`config.mk`:
```
export PLATFORM = sky130hd
export DESIGN_NAME = uart6551_rx
export DESIGN_NICKNAME = d
export VERILOG_FILES = /design/src/rtl/uart6551_rx.sv
export SDC_FILE = /design/constraint.sdc
export NUM_CORES = 1
export LEC_CHECK = 0
export CAP_MARGIN = 20
export CORE_UTILIZATION = 55
export CTS_CLUSTER_SIZE = 14
export DETAILED_ROUTE_END_ITERATION = 16
export PLACE_DENSITY_LB_ADDON = 0.25
export SLEW_MARGIN = 10
export SYNTH_ARGS = -nofsm -noshare
export SYNTH_HDL_FRONTEND = slang
export SYNTH_SLANG_ARGS = --single-unit
```
`constraint.sdc`:
```
create_clock -name clk -period 3.3 [get_ports clk]
set_input_delay 0.495 -clock clk [delete_from_list [all_inputs] [get_ports clk]]
set_output_delay 0.495 -clock clk [all_outputs]
set_load 0.01 [all_outputs]
```
`src/rtl/uart6551_rx.sv`:
```
// uart6551_rx: 16x-oversampled UART receiver with a small character queue.
// Each queued entry carries {brk, fe, pe, data}. The queue is DEPTH deep in
// FIFO mode and behaves as a single holding register otherwise.
module uart6551_rx #(
  parameter int unsigned DEPTH      = 16,
  parameter int unsigned RTS_THRESH = 14
) (
  input  logic       clk,
  input  logic       rst_n,
  input  logic       cyc,
  input  logic       cs,
  input  logic       rd,
  output logic       ack,
  output logic [7:0] dout,
  input  logic       fifoEnable,
  input  logic       fifoClear,
  input  logic       clear,
  input  logic [3:0] wordLength,
  input  logic [2:0] parityCtrl,
  input  logic       baud16x_ce,
  input  logic       rxd,
  input  logic       statRd,
  output logic       parityErr,
  output logic       frameErr,
  output logic       rxBreak,
  output logic       overrun,
  output logic       full,
  output logic       empty,
  output logic [4:0] qcnt,
  output logic       rts,
  output logic       busy
);

  localparam int unsigned AW = $clog2(DEPTH);

  typedef enum logic {IDLE = 1'b0, CNT = 1'b1} state_t;

  // Expected parity bit, same encoding as the transmitter: odd, even, mark, space.
  function automatic logic exp_parity(input logic [7:0] d, input logic [1:0] mode);
    logic p;
    case (mode)
      2'b00:   p = ~^d;
      2'b01:   p = ^d;
      2'b10:   p = 1'b1;
      2'b11:   p = 1'b0;
      default: p = 1'b0;
    endcase
    return p;
  endfunction

  state_t          state_q, state_d;
  logic [1:0]      sync_q, sync_d;
  logic [7:0]      cnt_q, cnt_d;
  logic [7:0]      data_q, data_d;
  logic            par_q, par_d;
  logic            rd_prev_q, rd_prev_d;
  logic            overrun_q, overrun_d;
  logic [4:0]      count_q, count_d;
  logic [AW-1:0]   rd_ptr_q, rd_ptr_d;
  logic [AW-1:0]   wr_ptr_q, wr_ptr_d;
  logic [10:0]     mem [DEPTH];

  logic            rs_s, par_en_s, push_req_s, push_ok_s, pop_s;
  logic            full_s, empty_s, rd_ack_s, pe_rd_s;
  logic            fe_s, pe_s, brk_s, we_s;
  logic [3:0]      wl_s, k_s, stop_idx_s;
  logic [4:0]      cap_s;
  logic [AW-1:0]   waddr_s;
  logic [10:0]     entry_s, head_s;

  assign sync_d     = {sync_q[0], rxd};
  assign rs_s       = sync_q[1];
  assign wl_s       = ((wordLength >= 4'd5) && (wordLength <= 4'd8)) ? wordLength : 4'd8;
  assign par_en_s   = parityCtrl[0];
  assign k_s        = cnt_q[7:4];
  assign stop_idx_s = 4'd1 + wl_s + {3'b000, par_en_s};

  // Frame evaluation at the stop sample; data is already complete in data_q.
  assign fe_s    = ~rs_s;
  assign pe_s    = par_en_s & (par_q != exp_parity(data_q, parityCtrl[2:1]));
  assign brk_s   = fe_s & (data_q == 8'd0) & ~(par_en_s & par_q);
  assign entry_s = {brk_s, fe_s, pe_s, data_q};

  assign rd_ack_s  = cyc & cs & rd;
  assign rd_prev_d = rd_ack_s;
  assign pe_rd_s   = rd_ack_s & ~rd_prev_q;

  assign cap_s     = fifoEnable ? 5'(DEPTH) : 5'd1;
  assign full_s    = (count_q == cap_s);
  assign empty_s   = (count_q == 5'd0);
  assign pop_s     = pe_rd_s & ~empty_s;
  assign push_ok_s = push_req_s & (~full_s | pop_s);
  assign head_s    = mem[rd_ptr_q];

  // Receive state machine: start detect, mid-bit sampling, stop evaluation.
  always_comb begin
    state_d    = state_q;
    cnt_d      = cnt_q;
    data_d     = data_q;
    par_d      = par_q;
    push_req_s = 1'b0;
    if (clear) begin
      state_d = IDLE;
      cnt_d   = 8'd0;
    end else if (baud16x_ce) begin
      case (state_q)
        IDLE: begin
          if (!rs_s) begin
            state_d = CNT;
            cnt_d   = 8'd0;
            data_d  = 8'd0;
            par_d   = 1'b0;
          end else begin
            state_d = IDLE;
          end
        end
        CNT: begin
          cnt_d = cnt_q + 8'd1;
          if (cnt_q[3:0] == 4'd7) begin
            if (k_s == 4'd0) begin
              if (rs_s) begin
                state_d = IDLE;
                cnt_d   = 8'd0;
              end else begin
                state_d = CNT;
              end
            end else if (k_s == stop_idx_s) begin
              push_req_s = 1'b1;
              state_d    = IDLE;
              cnt_d      = 8'd0;
            end else if (par_en_s && (k_s == (wl_s + 4'd1))) begin
              par_d = rs_s;
            end else if (k_s <= wl_s) begin
              data_d[3'(k_s - 4'd1)] = rs_s;
            end else begin
              data_d = data_q;
            end
          end else begin
            state_d = CNT;
          end
        end
        default: begin
          state_d = IDLE;
          cnt_d   = 8'd0;
        end
      endcase
    end else begin
      state_d = state_q;
    end
  end

  // Queue pointers, occupancy and overrun flag; flushes beat push/pop.
  always_comb begin
    rd_ptr_d  = rd_ptr_q;
    wr_ptr_d  = wr_ptr_q;
    count_d   = count_q;
    we_s      = 1'b0;
    waddr_s   = wr_ptr_q;
    overrun_d = overrun_q;
    if (clear) begin
      rd_ptr_d  = {AW{1'b0}};
      wr_ptr_d  = {AW{1'b0}};
      count_d   = 5'd0;
      overrun_d = 1'b0;
    end else if (fifoClear) begin
      // A frame finishing in the flush cycle lands in the emptied queue.
      rd_ptr_d  = {AW{1'b0}};
      overrun_d = 1'b0;
      if (push_req_s) begin
        we_s     = 1'b1;
        waddr_s  = {AW{1'b0}};
        wr_ptr_d = AW'(1);
        count_d  = 5'd1;
      end else begin
        wr_ptr_d = {AW{1'b0}};
        count_d  = 5'd0;
      end
    end else begin
      if (push_ok_s) begin
        we_s     = 1'b1;
        wr_ptr_d = wr_ptr_q + AW'(1);
      end else begin
        we_s = 1'b0;
      end
      if (pop_s) begin
        rd_ptr_d = rd_ptr_q + AW'(1);
      end else begin
        rd_ptr_d = rd_ptr_q;
      end
      if (push_ok_s && !pop_s) begin
        count_d = count_q + 5'd1;
      end else if (pop_s && !push_ok_s) begin
        count_d = count_q - 5'd1;
      end else begin
        count_d = count_q;
      end
      if (push_req_s && !push_ok_s) begin
        overrun_d = 1'b1;
      end else if (statRd) begin
        overrun_d = 1'b0;
      end else begin
        overrun_d = overrun_q;
      end
    end
  end

  // State, synchronizer and queue control registers.
  always_ff @(posedge clk or negedge rst_n) begin
    if (!rst_n) begin
      state_q   <= IDLE;
      sync_q    <= 2'b11;
      cnt_q     <= 8'd0;
      data_q    <= 8'd0;
      par_q     <= 1'b0;
      rd_prev_q <= 1'b0;
      overrun_q <= 1'b0;
      count_q   <= 5'd0;
      rd_ptr_q  <= {AW{1'b0}};
      wr_ptr_q  <= {AW{1'b0}};
    end else begin
      state_q   <= state_d;
      sync_q    <= sync_d;
      cnt_q     <= cnt_d;
      data_q    <= data_d;
      par_q     <= par_d;
      rd_prev_q <= rd_prev_d;
      overrun_q <= overrun_d;
      count_q   <= count_d;
      rd_ptr_q  <= rd_ptr_d;
      wr_ptr_q  <= wr_ptr_d;
    end
  end

  // Queue storage; contents are only visible through a non-empty head.
  always_ff @(posedge clk) begin
    if (we_s) begin
      mem[waddr_s] <= entry_s;
    end
  end

  assign ack       = cyc & cs;
  assign dout      = empty_s ? 8'd0 : head_s[7:0];
  assign parityErr = ~empty_s & head_s[8];
  assign frameErr  = ~empty_s & head_s[9];
  assign rxBreak   = ~empty_s & head_s[10];
  assign overrun   = overrun_q;
  assign full      = full_s;
  assign empty     = empty_s;
  assign qcnt      = count_q;
  assign rts       = fifoEnable ? (count_q < 5'(RTS_THRESH)) : ~full_s;
  assign busy      = (state_q == CNT);

endmodule

```
### Yosys cells after proc, flatten, opt, wreduce, memory -nomap -nowiden

Memories as Yosys holds them, arrays and structs flattened.
Cells that the tools add are included.

* register bits: 35
* latch bits: 0
* bits in writable memories: 176
* ROM bits: 0
* input bits: 18
* logic and storage cells: 149
* memories: 1

Memory list
* mem: words 16, width 11, read ports 1, clocked after memory_dff 0, wr ports 1, RTL line 61 `logic [10:0] mem [DEPTH];`

* $add $sub $neg: 8
* $mul: 0
* divide/modulo/power cells: 0
* order comparisons: 6
* equality and inequality tests: 16
* shift operators: 0
* muxes and demuxes: 66
* bitwise logic cells: 20
* reduce and logical (&&, ||, !) cells: 22

Operator list (count)
* $mux 8: 13
* $mux 4: 10
* $pmux 8 s2: 2
* $mux 1: 31
* $mux 5: 5
* $add 4x1->4 const B: 3
* $and 1x1->1: 12
* $add 8x1->8 const B: 1
* $bwmux 8: 1
* $eq 4x4->1: 2
* $logic_not 8->1: 1
* $ne 2x2->1 const B: 4
* $reduce_and 8->1: 1
* $reduce_bool 4->1: 2
* $reduce_xnor 8->1: 1
* $reduce_xor 8->1: 1
* $not 1->1: 7
* $reduce_and 7->1: 1
* $logic_and 1x1->1: 6
* $ne 2x1->1 const B: 3
* $reduce_bool 3->1: 2
* $add 5x1->5 const B: 1
* $eq 5x5->1: 1
* $logic_not 5->1: 1
* 23 further kinds: 26

### Longest topological paths before layout

* word-level depth: 19
* gate-level depth with buffers: 20
* depth with buffers taken out: 19

### Least setup slack after synthesis

No wires, ideal clock.

* path kind: input -> register
* start: in wordLength[2]
* end: mem mem[4][0] (enable)
* data arrival time: 3.591 ns
* slack: -0.699 ns
* cell stages on the path: 11
* buffers on the path: 0
* cells stage by stage: nor2b_1 -> nand2_1 -> inv_1 -> ha_1 -> ha_1 -> xnor2_1 -> nand4_1 -> a2111oi_4 -> a22o_1 -> nand4_1 -> nor4_1

* word-level cells in the longest chain between the ends: 18
* elaborated cells on any way between the ends: 23

Ends and longest elaborated chain
* from (decl): RTL line 18 `input logic [3:0] wordLength,`
* $ge 4x3->1 or $le 4x4->1 (tied branches): RTL line 73 `assign wl_s = ((wordLength >= 4'd5) && (wordLength <= 4'd8)) ? wordLength : 4'd8;`
* $logic_and 1x1->1: RTL line 73
* $mux 4 *: RTL line 73
* $add 4x1->4 * (2 in series): RTL line 76 `assign stop_idx_s = 4'd1 + wl_s + {3'b000, par_en_s};`
* $eq 4x4->1 *: RTL line 127 `end else if (k_s == stop_idx_s) begin`
* $mux 1 *: RTL line 127
* $mux 1 *: RTL line 120 `if (k_s == 4'd0) begin`
* $mux 1 *: RTL line 119 `if (cnt_q[3:0] == 4'd7) begin`
* $mux 1 *: RTL line 106 `case (state_q)`
* $mux 1 *: RTL line 105 `end else if (baud16x_ce) begin`
* $mux 1 *: RTL line 102 `if (clear) begin`
* $and 1x1->1: RTL line 92 `assign push_ok_s = push_req_s & (~full_s | pop_s);`
* $mux 1: RTL line 179 `if (push_ok_s) begin`
* $mux 1: RTL line 165 `end else if (fifoClear) begin`
* $mux 1: RTL line 160 `if (clear) begin`
* $mux 1: RTL line 236 `if (we_s) begin`
* $mux 1 (not written as such): RTL line 237 `mem[waddr_s] <= entry_s;`
* to (decl): RTL line 61

Every way passes the cells marked *; elsewhere a longest branch is shown, timed or not.

### Worst setup path in the final report

* start: in wordLength[3]
* end: reg count_q[4], in the netlist qcnt[4]

* word-level cells in the longest chain between the ends: 17
* elaborated cells on any way between the ends: 21

Ends and longest elaborated chain
* $ge 4x3->1 or $le 4x4->1 (tied branches): RTL line 73
* $logic_and 1x1->1: RTL line 73
* $mux 4 *: RTL line 73
* $add 4x1->4 * (2 in series): RTL line 76
* $eq 4x4->1 *: RTL line 127
* $mux 1 *: RTL line 127
* $mux 1 *: RTL line 120
* $mux 1 *: RTL line 119
* $mux 1 *: RTL line 106
* $mux 1 *: RTL line 105
* $mux 1 *: RTL line 102
* $and 1x1->1 *: RTL line 92
* $logic_and 1x1->1: RTL line 190 `if (push_ok_s && !pop_s) begin`
* $mux 5: RTL line 190
* $mux 5: RTL line 165
* $mux 5: RTL line 160
* to (signal assigned): RTL line 228 `count_q <= count_d;`
* to (decl): RTL line 58 `logic [4:0] count_q, count_d;`

Marked as above.
A chain may end at the register's enable or synchronous reset.

==> results.md <==
- The run finished, with violations left.
- The checks that failed: setup timing.
- The later pin in the worst-skew pair is clocked with a latency of 0.50 ns.
- Setup repair after global routing could not meet its margin everywhere.
- In this run the worst hold path is classified as in -> async.
- For this run, the top clock speed supported by timing is 0.3020 GHz.
- After legalization and detailed placement, the total HPWL measured between 10,000 and 15,000 um.
- At the end of routability-driven placement, the weighted congestion stood at between 0.8 and 0.9.
- The count of state elements after synthesis is roughly 210.
- Across every metal layer, demand over resource in global routing totals approximately a quarter.
- Synthesis produced a little over 600 cells.
- The clock sink count is between 200 and 250.
- The max-capacitance violation count is 0.
- The remaining antenna violation count after routing is 0.
- After synthesis, the cell types taking the most area are sky130_fd_sc_hd__edfxtp_1 (55%), sky130_fd_sc_hd__mux4_2 (13%), sky130_fd_sc_hd__dfrtp_1 (8.6%).
- The launching point of the worst reg2reg path is qcnt[4].
- The headroom to the max-slew limit is 42.73%.
- The design area is about 12,000 um^2.
- The repair_antennas step left the layout with diodes totalling 0.
- At the pin with the least slew margin, the transition time is between 0.8 and 0.9 ns.
- Dividing the detail-routed via count by the number of cells gives 6.039.
- At the end of the flow, the number of nets in the layout was ~770.
- The maximum fanout along the worst path is 3.
- In the synthesized netlist the dominant register cell turns out to be sky130_fd_sc_hd__edfxtp_1.
- The overall overflow remaining after global route is 0.
- The final worst setup slack is -0.01079 ns.
- The sort of element at the end of the critical path is a register.
- The floorplan step defined a die boundary enclosing between 15,000 and 20,000 um^2.
- Total power for the finished layout comes to roughly 5.2 mW.
- The detailed router placed 5,797 vias in this run.
- The number of synthesized flops with an enable pin is ~180.
- The number of cells on the worst reg-to-reg path is 13.
- The total wire length is roughly 21,000 um.
- The total of endpoints with negative setup slack in the final report is 1.
- The worst setup slack after placement is -0.8768 ns.
- The detailed-router iteration count before antenna repair is 4.
- The synthesized netlist net count is 646.
- STA puts the critical path data arrival time at around 3.7 ns.
- TritonCTS created 22 clock buffers.
- The minimum setup slack among reg-to-reg paths is -0.01 ns.
- During I/O placement, the number of pins put on the boundary was 40.
- For this run, asynchronously set or reset flops after synthesis account for between 10% and 20%.
- The horizontal die dimension is around 130 um.
- Clock skew on the completed layout was measured at approximately 0.0098 ns.
- Measured along the y axis, the die boundary spans between 100 and 150 um.
- Dividing the final minimum period by the clock period gives 100.3%.
- Data on the critical path is required at its endpoint by between 3 and 4 ns.
- In this run the power density over the cells is around 440 nW/um^2.
- STA classifies the critical path startpoint as an input pin.
- Across the VDD grid, the largest voltage drop is a little over 0.3 mV.
- The sequential cell area fraction in the yosys report is ~64%.
- The smallest hold slack is between 0.1 and 0.15 ns.
- The post-synthesis cell type count is 62.
- In this run the number of H-tree levels came out at 1.
- The endpoint of the most critical register-to-register path is qcnt[4].
- The global-route wire length before repair is approximately 34,000 um.
- For this run, the number of Yosys warnings is 0.
- The number of violations reported at the end of detailed-routing iteration 0 is about 480.
- The number of antenna violations at the first check in global routing is 0.
- For this run, design rule violations remaining after detail routing come to 0.
- For the final routed database, the setup TNS stands at -0.01079 ns.
- The final count of pins violating max slew is 0.
- Summed over all instances, the cell type with the most area after synthesis is sky130_fd_sc_hd__edfxtp_1.
- The cell area that synthesis handed to floorplanning was 9573 um^2.
- The startpoint-to-endpoint class of the critical path is in -> reg.
- The final hold violation count is 0.
- The effective utilization at floorplan is 57.12%.
- The post-route netlist has 31.08% of its cells at a drive strength greater than 1.
- During placement, the flow inserted port buffers numbering 39.
- Clock tree synthesis selected as its root buffer the cell sky130_fd_sc_hd__clkbuf_16.
- The clock passes through at most 3 buffers.
- The average routed wire per standard cell is 22.36 um.
- The largest net degree at the start of global routing is 36.
- The floorplan has 47 rows.
- The number of buffers inserted for hold repair after clock tree synthesis is 0.
- The total area inside the core boundary comes to ~17,000 um^2.
- The count of filler cells inserted in the layout is ~1,000.
- Averaged over all synthesized cells, the footprint is around 16 um^2.
- The area growth from synthesis to layout is 23.47%.
- The number of global-route vias before repair is 6,043.
- The shortest clock period the worst path allows after layout is between 3 and 4 ns.
- The TritonCTS clock tree is built.
- After clock tree synthesis, the clock-pin slew on the worst setup and hold paths is about 0.06 ns.
- In this run the biggest area consumer among cell types represents a little under three fifths of the synthesized area.
- After detailed placement, the total cell area comes to 11,090 um^2.
- The leakage component of the power is 4.234 nW.
[critical path, cell delays in order]
cell	delay [ns]
sky130_fd_sc_hd__buf_8	0.10
sky130_fd_sc_hd__nor2b_4	0.12
sky130_fd_sc_hd__nand2_2	0.07
sky130_fd_sc_hd__inv_2	0.08
sky130_fd_sc_hd__ha_4	0.21
sky130_fd_sc_hd__ha_4	0.29
sky130_fd_sc_hd__xnor2_4	0.11
sky130_fd_sc_hd__nand4_1	0.16
sky130_fd_sc_hd__a2111oi_4	0.39
sky130_fd_sc_hd__a22oi_2	0.13
sky130_fd_sc_hd__nor2_4	0.14
sky130_fd_sc_hd__ha_4	0.17
sky130_fd_sc_hd__inv_4	0.05
sky130_fd_sc_hd__fa_2	0.33
sky130_fd_sc_hd__a21o_1	0.18
sky130_fd_sc_hd__a21oi_2	0.14
sky130_fd_sc_hd__xnor2_1	0.10
sky130_fd_sc_hd__or3_1	0.34
sky130_fd_sc_hd__a21oi_2	0.13
[repair_timing]
item	CTS	global route
gates resized for setup	30	5
endpoints found under the setup margin	91	2
pin swaps	17	13
setup buffers	4	3
[flip-flops by register name, indices dropped and copies added, names as in the netlist, 2 cells and up]
register  flops
wr_ptr_q      4
mem         176
data_q        8
qcnt          5
sync_q        2
cnt_q         8
rd_ptr_q      4
[report_power, final]
part           internal, mW  total (mW)  leakage, nW  switching [mW]
registers              2.87        2.87         2.25         0.00433
logic                0.0756       0.159         1.67          0.0835
clock network          1.23        2.21        0.315           0.982
[cells in the mapped netlist (all sizes together) (3+ instances only)]
library cell and count:
a21oi 18, and2 6, buf 9, clkbuf 21
dfrtp 33, edfxtp 176, ha 21, inv 19
mux2i 3, mux4 55, nand2 38, nand2b 4
nand3 9, nand3b 4, nand4 6, nor2 40
nor2b 17, nor3 11, nor3b 3, nor4 7
o211ai 3, o21ai 17, o31ai 4, o32ai 3
or2 5, or3 13, or3b 4, or4 6
xnor2 12, xor2 7
[cells by family (layout without fill, tap and decap cells)]
family / count (synthesis) / in the layout / synth area share [%]
flip-flops: 211 / 211 / 64.38
AND/OR/NAND/NOR: 179 / 179 / 9.999
AO/OA/AOI/OAI: 65 / 65 / 4.784
multiplexers: 58 / 58 / 13.25
buffers and inverters: 49 / 183 / 2.156
adder cells (fa/ha/maj): 22 / 22 / 2.954
XOR/XNOR: 22 / 22 / 2.470
[worst max-delay path by stage]
stage,start,end
final,wordLength[3],qcnt[4]
after global routing,wordLength[3],qcnt[4]
after CTS,wordLength[2],qcnt[4]
after detailed placement,wordLength[2],qcnt[4]
after global placement,wordLength[2],qcnt[4]
after floorplan,wordLength[2],qcnt[4]
[cells in the final DEF (no fill, tap or decap), types with 4 or more instances in the layout]
cell	n
sky130_fd_sc_hd__xor2_1	7
sky130_fd_sc_hd__or2_2	4
sky130_fd_sc_hd__clkbuf_16	22
sky130_fd_sc_hd__ha_4	5
sky130_fd_sc_hd__or3b_2	4
sky130_fd_sc_hd__nor2b_1	16
sky130_fd_sc_hd__nor2_1	29
sky130_fd_sc_hd__buf_4	69
sky130_fd_sc_hd__ha_1	15
sky130_fd_sc_hd__or3_1	12
sky130_fd_sc_hd__nand3b_1	4
sky130_fd_sc_hd__nor4_1	6
sky130_fd_sc_hd__or4_1	6
sky130_fd_sc_hd__nand3_1	9
sky130_fd_sc_hd__buf_12	17
sky130_fd_sc_hd__mux4_2	55
sky130_fd_sc_hd__xnor2_1	10
sky130_fd_sc_hd__clkbuf_1	4
sky130_fd_sc_hd__nor2_4	7
sky130_fd_sc_hd__a21oi_1	16
sky130_fd_sc_hd__and2_1	5
sky130_fd_sc_hd__o31ai_1	4
sky130_fd_sc_hd__dlygate4sd2_1	12
sky130_fd_sc_hd__edfxtp_1	176
sky130_fd_sc_hd__nor3_1	9
sky130_fd_sc_hd__dfrtp_1	31
sky130_fd_sc_hd__nand4_1	6
sky130_fd_sc_hd__nor2_2	4
sky130_fd_sc_hd__o21ai_0	15
sky130_fd_sc_hd__inv_1	15
sky130_fd_sc_hd__clkinv_2	6
sky130_fd_sc_hd__nand2_1	36
sky130_fd_sc_hd__clkdlybuf4s50_1	22
[per-stage QoR]
stage               util [%]  std cells
CTS                    70.21        957
floorplan                  -        606
detailed placement     66.17        914
finish                 70.53        960
global route           70.53        960
global placement       66.17        914
[per-layer routing]
layer	vias to the layer above	routed length, um	global-route usage (%)
met5	-	0	0
met4	0	410	6.944
met3	33	1084	2.872
met2	207	11380	45.37
met1	2944	8590	33.49
li1	2613	-	-
[cell type report]
class	count	area [um^2]	area share, %
Tap cell	220	275.3	2.329
Inverter	19	73.82	0.6245
Timing Repair Buffer	125	1235	10.45
Clock buffer	26	565.5	4.785
Sequential cell	211	6166	52.16
Multi-Input combinational cell	346	3423	28.96
Clock inverter	13	81.33	0.6880
Note: power is estimated with default switching activity, not from simulation.
